==> config.mk <==
export PLATFORM = sky130hd
export DESIGN_NAME = clint_axil_bridge
export DESIGN_NICKNAME = d
export VERILOG_FILES = /design/src/rtl/clint_axil_bridge.sv
export SDC_FILE = /design/constraint.sdc
export NUM_CORES = 1
export LEC_CHECK = 0
export BUFFER_PORTS_ARGS = -buffer_cell sky130_fd_sc_hd__buf_2
export CAP_MARGIN = 30
export CORE_MARGIN = 8
export CORE_UTILIZATION = 40
export DETAILED_ROUTE_END_ITERATION = 10
export PLACE_DENSITY = 0.88
export SETUP_SLACK_MARGIN = 0.4
export SLEW_MARGIN = 20
export SYNTH_ARGS = -nofsm -noshare
export SYNTH_HDL_FRONTEND = slang
export SYNTH_SLANG_ARGS = --single-unit
==> constraint.sdc <==
create_clock -name clk -period 4.3 [get_ports clk]
set_input_delay 0.43 -clock clk [delete_from_list [all_inputs] [get_ports clk]]
set_output_delay 0.43 -clock clk [all_outputs]
set_load 0.01 [all_outputs]
==> src/rtl/clint_axil_bridge.sv <==
// AXI4-Lite slave to BRAM-port bridge for the CLINT control window.
// One transaction in flight; reads and writes alternate priority on ties.
module clint_axil_bridge #(
  parameter int ADDR_WIDTH   = 16,
  parameter int READ_LATENCY = 1
) (
  input  logic                  clk,
  input  logic                  rst,
  input  logic [ADDR_WIDTH-1:0] s_awaddr,
  input  logic                  s_awvalid,
  output logic                  s_awready,
  input  logic [63:0]           s_wdata,
  input  logic [7:0]            s_wstrb,
  input  logic                  s_wvalid,
  output logic                  s_wready,
  output logic [1:0]            s_bresp,
  output logic                  s_bvalid,
  input  logic                  s_bready,
  input  logic [ADDR_WIDTH-1:0] s_araddr,
  input  logic                  s_arvalid,
  output logic                  s_arready,
  output logic [63:0]           s_rdata,
  output logic [1:0]            s_rresp,
  output logic                  s_rvalid,
  input  logic                  s_rready,
  output logic [ADDR_WIDTH-1:0] bram_addr,
  output logic                  bram_en,
  output logic [7:0]            bram_we,
  output logic [63:0]           bram_wrdata,
  input  logic [63:0]           bram_rddata
);

  // Handshake rule: a channel transfers in a cycle where both valid and ready
  // are high at the rising edge; readys here depend combinationally on valids.

  typedef enum logic [2:0] {
    IDLE     = 3'd0,
    WR_ISSUE = 3'd1,
    WR_RESP  = 3'd2,
    RD_ISSUE = 3'd3,
    RD_WAIT  = 3'd4,
    RD_RESP  = 3'd5
  } state_t;

  localparam logic [1:0] LAT_LAST = 2'(READ_LATENCY - 1);

  state_t                  state_q, state_d;
  logic                    rd_prio_q, rd_prio_d;
  logic [ADDR_WIDTH-1:0]   addr_q, addr_d;
  logic [63:0]             wrdata_q, wrdata_d;
  logic [7:0]              we_q, we_d;
  logic [63:0]             rdata_q, rdata_d;
  logic [1:0]              lat_cnt_q, lat_cnt_d;

  logic idle_ok;
  logic wr_req;
  logic rd_grant;
  logic wr_grant;
  logic unused_addr_bits;

  // Readys are gated by rst so they read 0 while reset is held.
  assign idle_ok  = (state_q == IDLE) && !rst;
  assign wr_req   = s_awvalid && s_wvalid;
  assign rd_grant = idle_ok && s_arvalid && (!wr_req || rd_prio_q);
  assign wr_grant = idle_ok && wr_req && (!s_arvalid || !rd_prio_q);

  assign unused_addr_bits = ^{s_awaddr[2:0], s_araddr[2:0]};

  always_ff @(posedge clk or posedge rst) begin
    if (rst) begin
      state_q   <= IDLE;
      rd_prio_q <= 1'b1;
      addr_q    <= '0;
      wrdata_q  <= '0;
      we_q      <= '0;
      rdata_q   <= '0;
      lat_cnt_q <= '0;
    end else begin
      state_q   <= state_d;
      rd_prio_q <= rd_prio_d;
      addr_q    <= addr_d;
      wrdata_q  <= wrdata_d;
      we_q      <= we_d;
      rdata_q   <= rdata_d;
      lat_cnt_q <= lat_cnt_d;
    end
  end

  always_comb begin
    state_d   = state_q;
    rd_prio_d = rd_prio_q;
    addr_d    = addr_q;
    wrdata_d  = wrdata_q;
    we_d      = we_q;
    rdata_d   = rdata_q;
    lat_cnt_d = lat_cnt_q;
    case (state_q)
      IDLE: begin
        // The granted side yields the next tie to the other side.
        if (rd_grant) begin
          state_d   = RD_ISSUE;
          addr_d    = {s_araddr[ADDR_WIDTH-1:3], 3'b000};
          rd_prio_d = 1'b0;
        end else if (wr_grant) begin
          state_d   = WR_ISSUE;
          addr_d    = {s_awaddr[ADDR_WIDTH-1:3], 3'b000};
          wrdata_d  = s_wdata;
          we_d      = s_wstrb;
          rd_prio_d = 1'b1;
        end
      end
      WR_ISSUE: state_d = WR_RESP;
      WR_RESP:  if (s_bready) state_d = IDLE;
      RD_ISSUE: begin
        state_d   = RD_WAIT;
        lat_cnt_d = '0;
      end
      RD_WAIT: begin
        if (lat_cnt_q == LAT_LAST) begin
          rdata_d = bram_rddata;
          state_d = RD_RESP;
        end else begin
          lat_cnt_d = lat_cnt_q + 2'd1;
        end
      end
      RD_RESP:  if (s_rready) state_d = IDLE;
      default:  state_d = IDLE;
    endcase
  end

  assign s_awready   = wr_grant;
  assign s_wready    = wr_grant;
  assign s_arready   = rd_grant;
  assign s_bvalid    = (state_q == WR_RESP);
  assign s_rvalid    = (state_q == RD_RESP);
  assign s_bresp     = 2'b00;
  assign s_rresp     = 2'b00;
  assign s_rdata     = rdata_q;
  assign bram_en     = (state_q == WR_ISSUE) || (state_q == RD_ISSUE);
  assign bram_we     = (state_q == WR_ISSUE) ? we_q : 8'h00;
  assign bram_addr   = addr_q;
  assign bram_wrdata = wrdata_q;

endmodule

# ---- After elaboration in Yosys (flattened, before gate mapping)
# Index checks and enable logic that the tools add are counted.
dict set report totals {
  in_bits 175
  ff_bits 158
  mem_bits_rw 0
  latch_bits 0
  n_memories 0
  wordCells 54
  rom_bits 0
}
dict set report op_classes {
  n_shift 0
  n_addsub 1
  reduce_logical 22
  div 0
  n_eq_ne 10
  bitwise 1
  mul 0
  order_cmp 0
  mux 13
}
# operator count
set ops {}
lappend ops {{$mux W16} 2}
lappend ops {{$pmux W3 S6} 1}
lappend ops {{$mux W3} 5}
lappend ops {{$mux W8} 1}
lappend ops {{$eq A3 B2 Y1 const B} 2}
lappend ops {{$eq A3 B3 Y1 const B} 2}
lappend ops {{$logic_and A1 B1 Y1} 6}
lappend ops {{$reduce_and A2 Y1} 3}
lappend ops {{$logic_not A1 Y1} 4}
lappend ops {{$ne A2 B1 Y1 const B} 2}
lappend ops {{$ne A2 B2 Y1 const B} 2}
lappend ops {{$pmux W2 S2} 1}
lappend ops {{$reduce_and A4 Y1} 1}
lappend ops {{$reduce_bool A2 Y1} 2}
lappend ops {{$eq A3 B1 Y1 const B} 1}
lappend ops {{$logic_not A3 Y1} 1}
lappend ops {{$logic_or A1 B1 Y1} 3}
lappend ops {{$ne A3 B3 Y1 const B} 1}
lappend ops {{$reduce_and A3 Y1} 1}
lappend ops {{$add A2 B1 Y2 const B} 1}
lappend ops {{$logic_not A2 Y1} 1}
lappend ops {{$mux W1} 2}
lappend ops {{$mux W2} 1}
lappend ops {{$not A1 Y1} 1}

# ---- Depth between registers and ports, before layout
# Gate-level depths: netlist of the first run.
dict set report logic_depth {
  ltp_word 7
  ltp_mapped 7
}

# ---- Worst setup path after synthesis of the first run
# Ideal clock, no wire load.
dict set report synth_path {
  kind {register to output}
  start {register state_q[0]}
  end {output s_wready}
  path_buffers 5
  slack_ns 2.176
  stages_incl_launch_ff 8
  t_arrival_ns 1.694
  path_cell_list {dfrtp_1 > buf_4 > nor4_4 > and4_1 > buf_4 > buf_8 > buf_2 > buf_4}
}
dict set report synth_between {
  elab_chain_cells 4
}
# element line
set synth_lines {}
lappend synth_lines {{start, declared} 47} ;# state_t state_q, state_d;
lappend synth_lines {{start signal, assigned} 79} ;# state_q <= state_d;
lappend synth_lines {{$logic_not A3 Y1} 62} ;# assign idle_ok = (state_q == IDLE) && !rst;
lappend synth_lines {{$logic_and A1 B1 Y1} 62}
lappend synth_lines {{$logic_and A1 B1 Y1 (2 in series)} 65} ;# assign wr_grant = idle_ok && wr_req && (!s_arvalid || !rd_prio_q);
lappend synth_lines {{end, declared} 15} ;# output logic s_wready,
# No other way between the ends.

# ---- Worst setup path in the final report of the first run
dict set report layout_path {
  start {register state_q[1]}
  end {output s_awready}
}
dict set report layout_between {
  elab_chain_cells 4
}
# element line
set layout_lines {}
lappend layout_lines {{$logic_not A3 Y1} 62}
lappend layout_lines {{$logic_and A1 B1 Y1} 62}
lappend layout_lines {{$logic_and A1 B1 Y1 (2 in series)} 65}
lappend layout_lines {{end, declared} 11} ;# output logic s_awready,
# No other way between the ends.

==> results.sh, run 1 <==
export IMPL_yosysWarningCount=0
export IMPL_grt_pass1_vias=5063
export IMPL_cts_sinks=155
export IMPL_endpoint_kind="output pin"
export IMPL_final_cell_mix="buf_2, dfrtp_1, mux2_2, inv_1, clkbuf_16"
export IMPL_grt_pass1_wl_mm=26.6
export IMPL_powerDensity_mw_per_mm2=772
export IMPL_status="complete, no violations"
export IMPL_hpwl_mm=13.8
export IMPL_synth_compound_area_share_pct=4.04
export IMPL_avgViaCountPerCell=4.79
export IMPL_cp_start_kind="register"
export IMPL_worstPathMaxFanout=56
export IMPL_insertion_delay_ns=0.41
export IMPL_cts_made_buffers=17
export IMPL_start_util_pct=40.9
export IMPL_synth_top_family_by_area="multiplexers"
export IMPL_critPathArrivalTime_ns=2.61
export IMPL_setup_viol=0
export IMPL_synthSimpleGateAreaFrac_pct=2.55
export IMPL_area_growth_syn_to_layout_pct=38.2
export IMPL_grt_start_max_net_pins=65
export IMPL_fillers=1227
export IMPL_final_setup_tns_ns=0
export IMPL_pwr_share_seq_pct=38.9
export IMPL_track_usage_pct=17.2
export IMPL_drv_slew=0
export IMPL_postCtsHoldBufs=0
export IMPL_clock_path_buffers=2
export IMPL_top_level_ports=337
export IMPL_die_y_um=141
export IMPL_synthAdderAreaFrac_pct=0.201
export IMPL_gp_congestion=0.836
export IMPL_cts_setup_buffers=0
export IMPL_rsz0062_at_grt="no"
export IMPL_syn_inst=417
export IMPL_clkTransAtPathRegs_ns=0.06
export IMPL_ctsResizeCount=0
export IMPL_antenna_found_initial=1
export IMPL_power_leakage_nw=4.39
export IMPL_criticalPathCategory="register to output pin"
export IMPL_timing_fmax_mhz=329
export IMPL_relSlewSlack_pct=46.8
export IMPL_drcViolationCount=0
export IMPL_cts_tree="yes"
export IMPL_synth_mux_area_share_pct=25.4
export IMPL_syn_avg_cell_area_um2=14.9
export IMPL_synth_area_mm2=0.00622
export IMPL_p_sw_mw=2.13
export IMPL_pwr_share_comb_pct=36.9
export IMPL_num_vias=4521
export IMPL_cts_htree_levels=4
export IMPL_drive_gt1_share_pct=66.0
export IMPL_critPathRequiredTime_ns=3.87
export IMPL_max_cap_viol_count=0
export IMPL_ant_nets=0
export IMPL_hp_class="input port to register"
export IMPL_worst_pin_slew_ns=0.798
export IMPL_port_buffers=323
export IMPL_ys_ff_latch=155
export IMPL_worst_ir_drop_vdd_uv=384
export IMPL_dieArea_mm2=0.0198
export IMPL_core_area_mm2=0.0152
export IMPL_drt_pass1_iter_count=4
export IMPL_sw_frac_of_total_pct=32.1
export IMPL_layout_setup_ws_ns=1.26
export IMPL_cts_root_buf="clkbuf_16"
export IMPL_wl_per_cell_um=18.4
export IMPL_final_hold_viol_count=0
export IMPL_period_share_pct=70.6
export IMPL_routed_wirelength_mm=17.3
export IMPL_core_rowCount=45
export IMPL_drt_iter0_markers=120
export IMPL_gr_total_overflow=0
export IMPL_layout_commonest_cell="buf_2"
export IMPL_power_frac_clock_pct=24.2
export IMPL_synthXorXnorAreaFrac_pct=0
export IMPL_p_int_mw=4.51
export IMPL_place_ws_ns=1.48
export IMPL_nNetsFinal=918
export IMPL_period_minus_slack_ns=3.04
export IMPL_synth_distinct_cells=32
export IMPL_synth_seq_area_share_pct=62.4
export IMPL_fp_dieW_um=141
export IMPL_skew_ns=0.00834
cells by family after synthesis:
| group | count (synthesis) |
|---|---|
| compound gates | 36 |
| fa+ha+maj | 1 |
| buf+inv | 62 |
| flops | 155 |
| mux | 137 |
| other cells | 1 |
| simple gates | 25 |
power by group through the flow:
| stage | clock, mW | sequential [mW] | combinational (mW) |
|---|---|---|---|
| floorplan | 0 | 2.87 | 1.12 |
| global placement | 0 | 2.54 | 2.43 |
| detailed placement | 0 | 2.61 | 2.51 |
| CTS | 1.65 | 2.59 | 2.51 |
| global route | 1.70 | 2.68 | 2.65 |
| finish | 1.61 | 2.59 | 2.45 |
path summary, 6_finish.rpt:
check	slack (ns)	cells past startpoint	start	to
max	1.26	4	state_q[1]	s_awready
min	0.24	2	s_wstrb[2]	we_q[2]
max reg2reg	1.48	5	state_q[1]	bram_wrdata[44]
min reg2reg	0.48	1	we_q[1]	we_q[1]
max in group asynchronous	3.50	3	rst	bram_wrdata[14]
min in group asynchronous	0.25	3	rst	s_rdata[19]
cell type report:
cell class                 instances  area [µm²]  area share, %
clock inverter                    11         194           2.25
clock buffer                      20         447           5.19
inverter                          31         120           1.40
antenna                            1        2.50         0.0291
sequential                       155        3880           45.1
tap                              188         235           2.73
timing repair buffer             331        1680           19.5
multi-input combinational        206        2050           23.8
synthesized netlist by cell type:
master    instances  area share [%]
a221oi_1         13             1.8
nor3b_1           2            0.24
nor4_4            1            0.34
and4_1            1            0.14
buf_4            15             1.8
or4b_2            1            0.16
mux2i_1           1            0.16
buf_8             1            0.24
o211ai_1          1            0.12
clkbuf_1          3            0.18
nor4bb_1          1            0.16
mux2_1            5            0.90
conb_1            1           0.060
dfrtp_1         154              62
o211a_1           1            0.16
buf_12            1            0.32
nand2_1           8            0.48
ha_1              1            0.20
buf_2            10            0.80
dfstp_2           1            0.42
and2_1            8            0.80
mux2_4           10             2.4
o221a_2           1            0.18
a21oi_1          15             1.2
inv_1            31             1.9
nor2_1            2            0.12
buf_6             1            0.18
mux2_2          121              22
a211o_1           1            0.14
nand2b_1          1            0.10
o21ai_0           2            0.16
a21o_1            2            0.24
metrics by stage:
step	utilization [%]	power, mW	hold WS [ns]	area (µm²)	cells
2_1_floorplan	-	3.99	0.449	6250	423
3_3_place_gp	52.3	4.97	0.460	7960	911
3_5_place_dp	52.3	5.12	0.468	7960	911
4_1_cts	56.6	6.75	0.217	8600	942
5_1_grt	56.6	7.03	0.222	8600	943
6_report	56.6	6.64	0.240	8600	943
worst max-delay path: stages (launching register included):
cell     delay (ns)
dfrtp_1        0.53
nor4_4         0.35
buf_4          0.27
and4_4         0.75
buf_2          0.26
flip-flops by register name, indices dropped and copies added (netlist names):
signal	cells
bram_wrdata	64
lat_cnt_q	2
rd_prio_q	1
bram_addr	13
we_q	8
state_q	3
s_rdata	64
routing by layer:
metal | vias up | part of all wire (%) | wire, µm | GRT usage (%)
li1 | 2083 | - | - | -
met1 | 2194 | 36 | 6250 | 17.5
met2 | 229 | 52 | 9030 | 30.5
met3 | 15 | 11 | 1840 | 8.58
met4 | 0 | 1.2 | 202 | 4.69
met5 | - | 0 | 0 | 0
(Power assumes the default switching activity.)
==> run 2, diff against run 1 <==
- clock period: 4.3 -> 2.6 ns (I/O delays scaled with it)
==> results.sh, run 2 (synthesized netlist as in run 1, its figures left out) <==
export IMPL_rsz0062_at_grt="no"
export IMPL_final_cell_mix="buf_2, dfrtp_1, mux2_2, inv_1, clkbuf_16"
export IMPL_wl_per_cell_um=18.3
export IMPL_area_growth_syn_to_layout_pct=39.9
export IMPL_max_cap_viol_count=0
export IMPL_port_buffers=323
export IMPL_skew_ns=0.00871
export IMPL_power_frac_clock_pct=22.8
export IMPL_start_util_pct=40.9
export IMPL_cts_made_buffers=17
export IMPL_cts_root_buf="clkbuf_16"
export IMPL_drv_slew=0
export IMPL_ff2ff_setup_slack_ns=0.51
export IMPL_cp_start_kind="register"
export IMPL_worst_pin_slew_ns=0.659
export IMPL_reg2reg_from="state_q[0]"
export IMPL_avgViaCountPerCell=4.79
export IMPL_place_ws_ns=0.455
export IMPL_drt_iter0_markers=123
export IMPL_fin_util_pct=57.3
export IMPL_die_y_um=141
export IMPL_routed_wirelength_mm=17.4
export IMPL_ant_nets=0
export IMPL_power_leakage_nw=4.42
export IMPL_layout_commonest_cell="buf_2"
export IMPL_final_hold_viol_count=0
export IMPL_drt_pass1_iter_count=4
export IMPL_worstPathMaxFanout=15
export IMPL_grt_pass1_vias=5043
export IMPL_hpwl_mm=13.6
export IMPL_sw_frac_of_total_pct=33.4
export IMPL_drcViolationCount=0
export IMPL_gr_total_overflow=0
export IMPL_status="complete, no violations"
export IMPL_fin_cells=951
export IMPL_powerDensity_mw_per_mm2=1250
export IMPL_cts_htree_levels=4
export IMPL_critPathArrivalTime_ns=1.86
export IMPL_p_total_mw=10.9
export IMPL_endpoint_kind="output pin"
export IMPL_setup_viol=0
export IMPL_cts_sinks=155
export IMPL_num_vias=4557
export IMPL_final_setup_tns_ns=0
export IMPL_p_sw_mw=3.65
export IMPL_dieArea_mm2=0.0198
export IMPL_core_rowCount=45
export IMPL_timing_fmax_mhz=472
export IMPL_core_area_mm2=0.0152
export IMPL_drive_gt1_share_pct=67.2
export IMPL_pwr_share_seq_pct=39.1
export IMPL_clock_path_buffers=2
export IMPL_clkTransAtPathRegs_ns=0.06
export IMPL_track_usage_pct=17.4
export IMPL_insertion_delay_ns=0.41
export IMPL_r2r_cells=5
export IMPL_hold_end="we_q[4]"
export IMPL_relSlewSlack_pct=56.0
export IMPL_layout_setup_ws_ns=0.481
export IMPL_whs_path_depth=2
export IMPL_top_level_ports=337
export IMPL_critPathRequiredTime_ns=2.34
export IMPL_pwr_share_comb_pct=38.1
export IMPL_regToRegEndpoint="bram_wrdata[41]"
export IMPL_grt_pass1_wl_mm=26.9
export IMPL_hp_class="input port to register"
export IMPL_n_antenna_cell=0
export IMPL_gp_congestion=0.858
export IMPL_nNetsFinal=926
export IMPL_worst_ir_drop_vdd_uv=598
export IMPL_criticalPathCategory="register to output pin"
export IMPL_cts_tree="yes"
export IMPL_period_minus_slack_ns=2.12
export IMPL_p_int_mw=7.27
export IMPL_grt_start_max_net_pins=68
export IMPL_fp_dieW_um=141
export IMPL_dpl_cell_count=913
export IMPL_period_share_pct=81.5
export IMPL_worstHoldStart="s_wstrb[4]"
export IMPL_antenna_found_initial=0
-- run 2: area by class of cell --
class / count / area [µm²]
clock buffer: 18 / 439
clock inverter: 14 / 160
fill: 1236 / 6500
inverter: 31 / 120
multi-input combinational: 206 / 2060
sequential: 155 / 3880
tap: 188 / 235
timing repair buffer: 339 / 1810
-- run 2: per-stage QoR --
stage,area [µm²],hold WS [ns]
floorplan,6250,0.395
global placement,8020,0.405
detailed placement,8020,0.409
CTS,8660,0.0462
global route,8710,0.0446
finish,8710,0.0681
-- run 2: repair_timing --
item | CTS | global route
endpoints found under the setup margin | 11 | 54
gates resized for setup | 7 | 4
pin swaps | 2 | 2
hold endpoints to repair | 24 | 0
hold buffers | 1 | 0
cloned | 0 | 0
buffers inserted | 1 | 4
-- run 2: per-layer routing --
| layer | track usage [%] | wire, µm | vias up |
|---|---|---|---|
| met5 | 0 | 0 | - |
| met4 | 5.49 | 237 | 0 |
| met3 | 9.12 | 1970 | 18 |
| met2 | 30.6 | 8880 | 232 |
| met1 | 17.4 | 6320 | 2203 |
| li1 | - | - | 2104 |
-- run 2: power by group through the flow --
stage	combinational, mW	sequential, mW	clock [mW]
floorplan	1.85	4.75	0
global placement	4.05	4.22	0
detailed placement	4.15	4.32	0
CTS	4.18	4.29	2.55
global route	4.49	4.42	2.66
finish	4.16	4.27	2.49
-- run 2: worst max-delay path: stages (launching register included) --
cell and delay (ns):
dfrtp_2 0.43, nor4_4 0.38, and4_4 0.32, buf_8 0.16
buf_2 0.15
-- run 2: worst max-delay path by stage --
stage                     startpoint               to  cells past startpoint
after floorplan                  rst    bram_addr[10]                      1
after global placement    state_q[1]  bram_wrdata[21]                      4
after detailed placement  state_q[1]  bram_wrdata[21]                      4
after CTS                 state_q[0]  bram_wrdata[41]                      5
after global routing      state_q[2]        s_awready                      4
final                     state_q[0]        s_awready                      4
==> run 3, diff against run 2 <==
- CORE_UTILIZATION: 40 -> 45
- PLACE_DENSITY: 0.88 -> 0.93
- clock period: 2.6 -> 2.1 ns (I/O delays scaled with it)
==> results.sh, run 3 (synthesized netlist as in run 1, its figures left out) <==
export IMPL_power_leakage_nw=5.16
export IMPL_routed_wirelength_mm=21.5
export IMPL_avgViaCountPerCell=5.02
export IMPL_worst_ir_drop_vdd_uv=731
export IMPL_grt_start_max_net_pins=61
export IMPL_drv_slew=0
export IMPL_worst_pin_slew_ns=0.577
export IMPL_clkTransAtPathRegs_ns=0.07
export IMPL_layout_commonest_cell="buf_2"
export IMPL_wl_per_cell_um=21.8
export IMPL_period_minus_slack_ns=1.90
export IMPL_n_antenna_cell=0
export IMPL_cts_root_buf="clkbuf_16"
export IMPL_relSlewSlack_pct=61.4
export IMPL_layout_setup_ws_ns=0.203
export IMPL_cpMaxStageDelayCell="dfrtp_2"
export IMPL_grt_pass1_vias=5409
export IMPL_grt_pass1_wl_mm=29.5
export IMPL_final_cell_mix="buf_2, dfrtp_1, mux2_4, inv_1, clkbuf_16"
export IMPL_hp_class="input port to register"
export IMPL_gp_congestion=0.804
export IMPL_skew_ns=0.0117
export IMPL_drt_pass1_iter_count=4
export IMPL_critPathRequiredTime_ns=2.39
export IMPL_critPathBufInv=3
export IMPL_antenna_found_initial=0
export IMPL_die_y_um=134
export IMPL_core_rowCount=43
export IMPL_status="complete, no violations"
export IMPL_max_stage_delay_ns=0.43
export IMPL_period_share_pct=90.3
export IMPL_max_cap_viol_count=0
export IMPL_cts_htree_levels=4
export IMPL_criticalPathCategory="register to register"
export IMPL_path_delay_family="simple AND/OR/NAND/NOR gates"
export IMPL_top_level_ports=337
export IMPL_hpwl_mm=13.9
export IMPL_place_ws_ns=0.251
export IMPL_cts_made_buffers=17
export IMPL_insertion_delay_ns=0.42
export IMPL_setup_viol=0
export IMPL_path_cells="nor4_4, and4_4, buf_12, buf_12, buf_16, mux2_4"
export IMPL_timing_fmax_mhz=527
export IMPL_cpMostUsedCell="buf_12"
export IMPL_drcViolationCount=0
export IMPL_clock_path_buffers=2
export IMPL_final_hold_viol_count=0
export IMPL_fillers=851
export IMPL_fin_cells=984
export IMPL_core_area_mm2=0.0137
export IMPL_dieArea_mm2=0.0178
export IMPL_gr_total_overflow=0
export IMPL_start_util_pct=45.4
export IMPL_cp_start_kind="register"
export IMPL_dpl_cell_count=907
export IMPL_drt_iter0_markers=220
export IMPL_ant_nets=0
export IMPL_worstPathMaxFanout=9
export IMPL_num_vias=4944
export IMPL_critPathArrivalTime_ns=2.19
export IMPL_track_usage_pct=21.3
export IMPL_endpoint_kind="register"
export IMPL_nNetsFinal=968
export IMPL_powerDensity_mw_per_mm2=1560
export IMPL_cts_tree="yes"
export IMPL_cts_sinks=155
export IMPL_fp_dieW_um=134
export IMPL_drive_gt1_share_pct=70.0
export IMPL_port_buffers=323
export IMPL_area_growth_syn_to_layout_pct=60.2
export IMPL_rsz0062_at_grt="yes"
-- run 3: cell types whose count changed in the layout (fill, tap and decap cells not counted), sizes merged --
cell | previous run | this run
clkinv | 5 | 1
clkbuf | 18 | 28
inv | 34 | 32
buf | 338 | 374
clkinvlp | 4 | 5
-- run 3: final timing paths --
check / slack (ns) / end / startpoint / cells after the start
setup / recovery: 0.20 / bram_wrdata[25] / state_q[2] / 6
hold / removal: 0.02 / bram_wrdata[57] / s_wdata[57] / 2
setup reg to reg: 0.20 / bram_wrdata[25] / state_q[2] / 6
hold reg to reg: 0.50 / s_rdata[11] / s_rdata[11] / 1
max in group asynchronous: 0.88 / rd_prio_q / rst / 4
min in group asynchronous: 0.48 / s_rdata[56] / rst / 3
-- run 3: stage by stage --
stage	power [mW]	TNS (ns)	util (%)	area [µm²]	hold WS, ns
finish	15.6	0	72.6	9970	0.0195
CTS	14.6	0	68.1	9350	0.000945
floorplan	8.66	-10.49	-	6570	0.350
global placement	10.7	0	60.3	8270	0.316
detailed placement	11.0	0	60.3	8270	0.327
global route	16.3	0	72.6	9970	0.00168
-- run 3: metal layers --
metal / up-vias / routed length (µm) / GRT usage, %
met5: - / 0 / 0
met4: 0 / 470 / 7.05
met3: 40 / 1500 / 7.57
met2: 251 / 11600 / 38.5
met1: 2475 / 7890 / 22.5
li1: 2178 / - / -
-- run 3: cell type report --
type                       count  area (µm²)  share of cell area [%]
tap                          180         225                    2.26
multi-input combinational    206        2580                    25.9
timing repair buffer         381        2580                    25.9
clock inverter                 9         113                    1.13
clock buffer                  22         464                    4.66
inverter                      31         120                    1.21
sequential                   155        3880                    39.0
-- run 3: report_power, final --
group          switching (mW)  leakage (nW)  total, mW  internal, mW
Sequential              0.943          1.85       5.45          4.51
Clock                    1.20         0.269       3.01          1.81
Combinational            2.97          3.04       7.12          4.14
-- run 3: worst reg2reg max path: stages, from the launching register on --
cell	delay (ns)
dfrtp_2	0.43
nor4_4	0.29
and4_4	0.31
buf_12	0.18
buf_12	0.13
buf_16	0.13
mux2_4	0.31
-- run 3: repair_timing --
action                     4_1_cts  5_1_grt
setup endpoints to repair      154      160
resized for setup               27       82
hold buffers                     1        0
hold endpoints to repair        21        0
buffers inserted                15       14
pin swaps                        3        6
cloned                           9        7
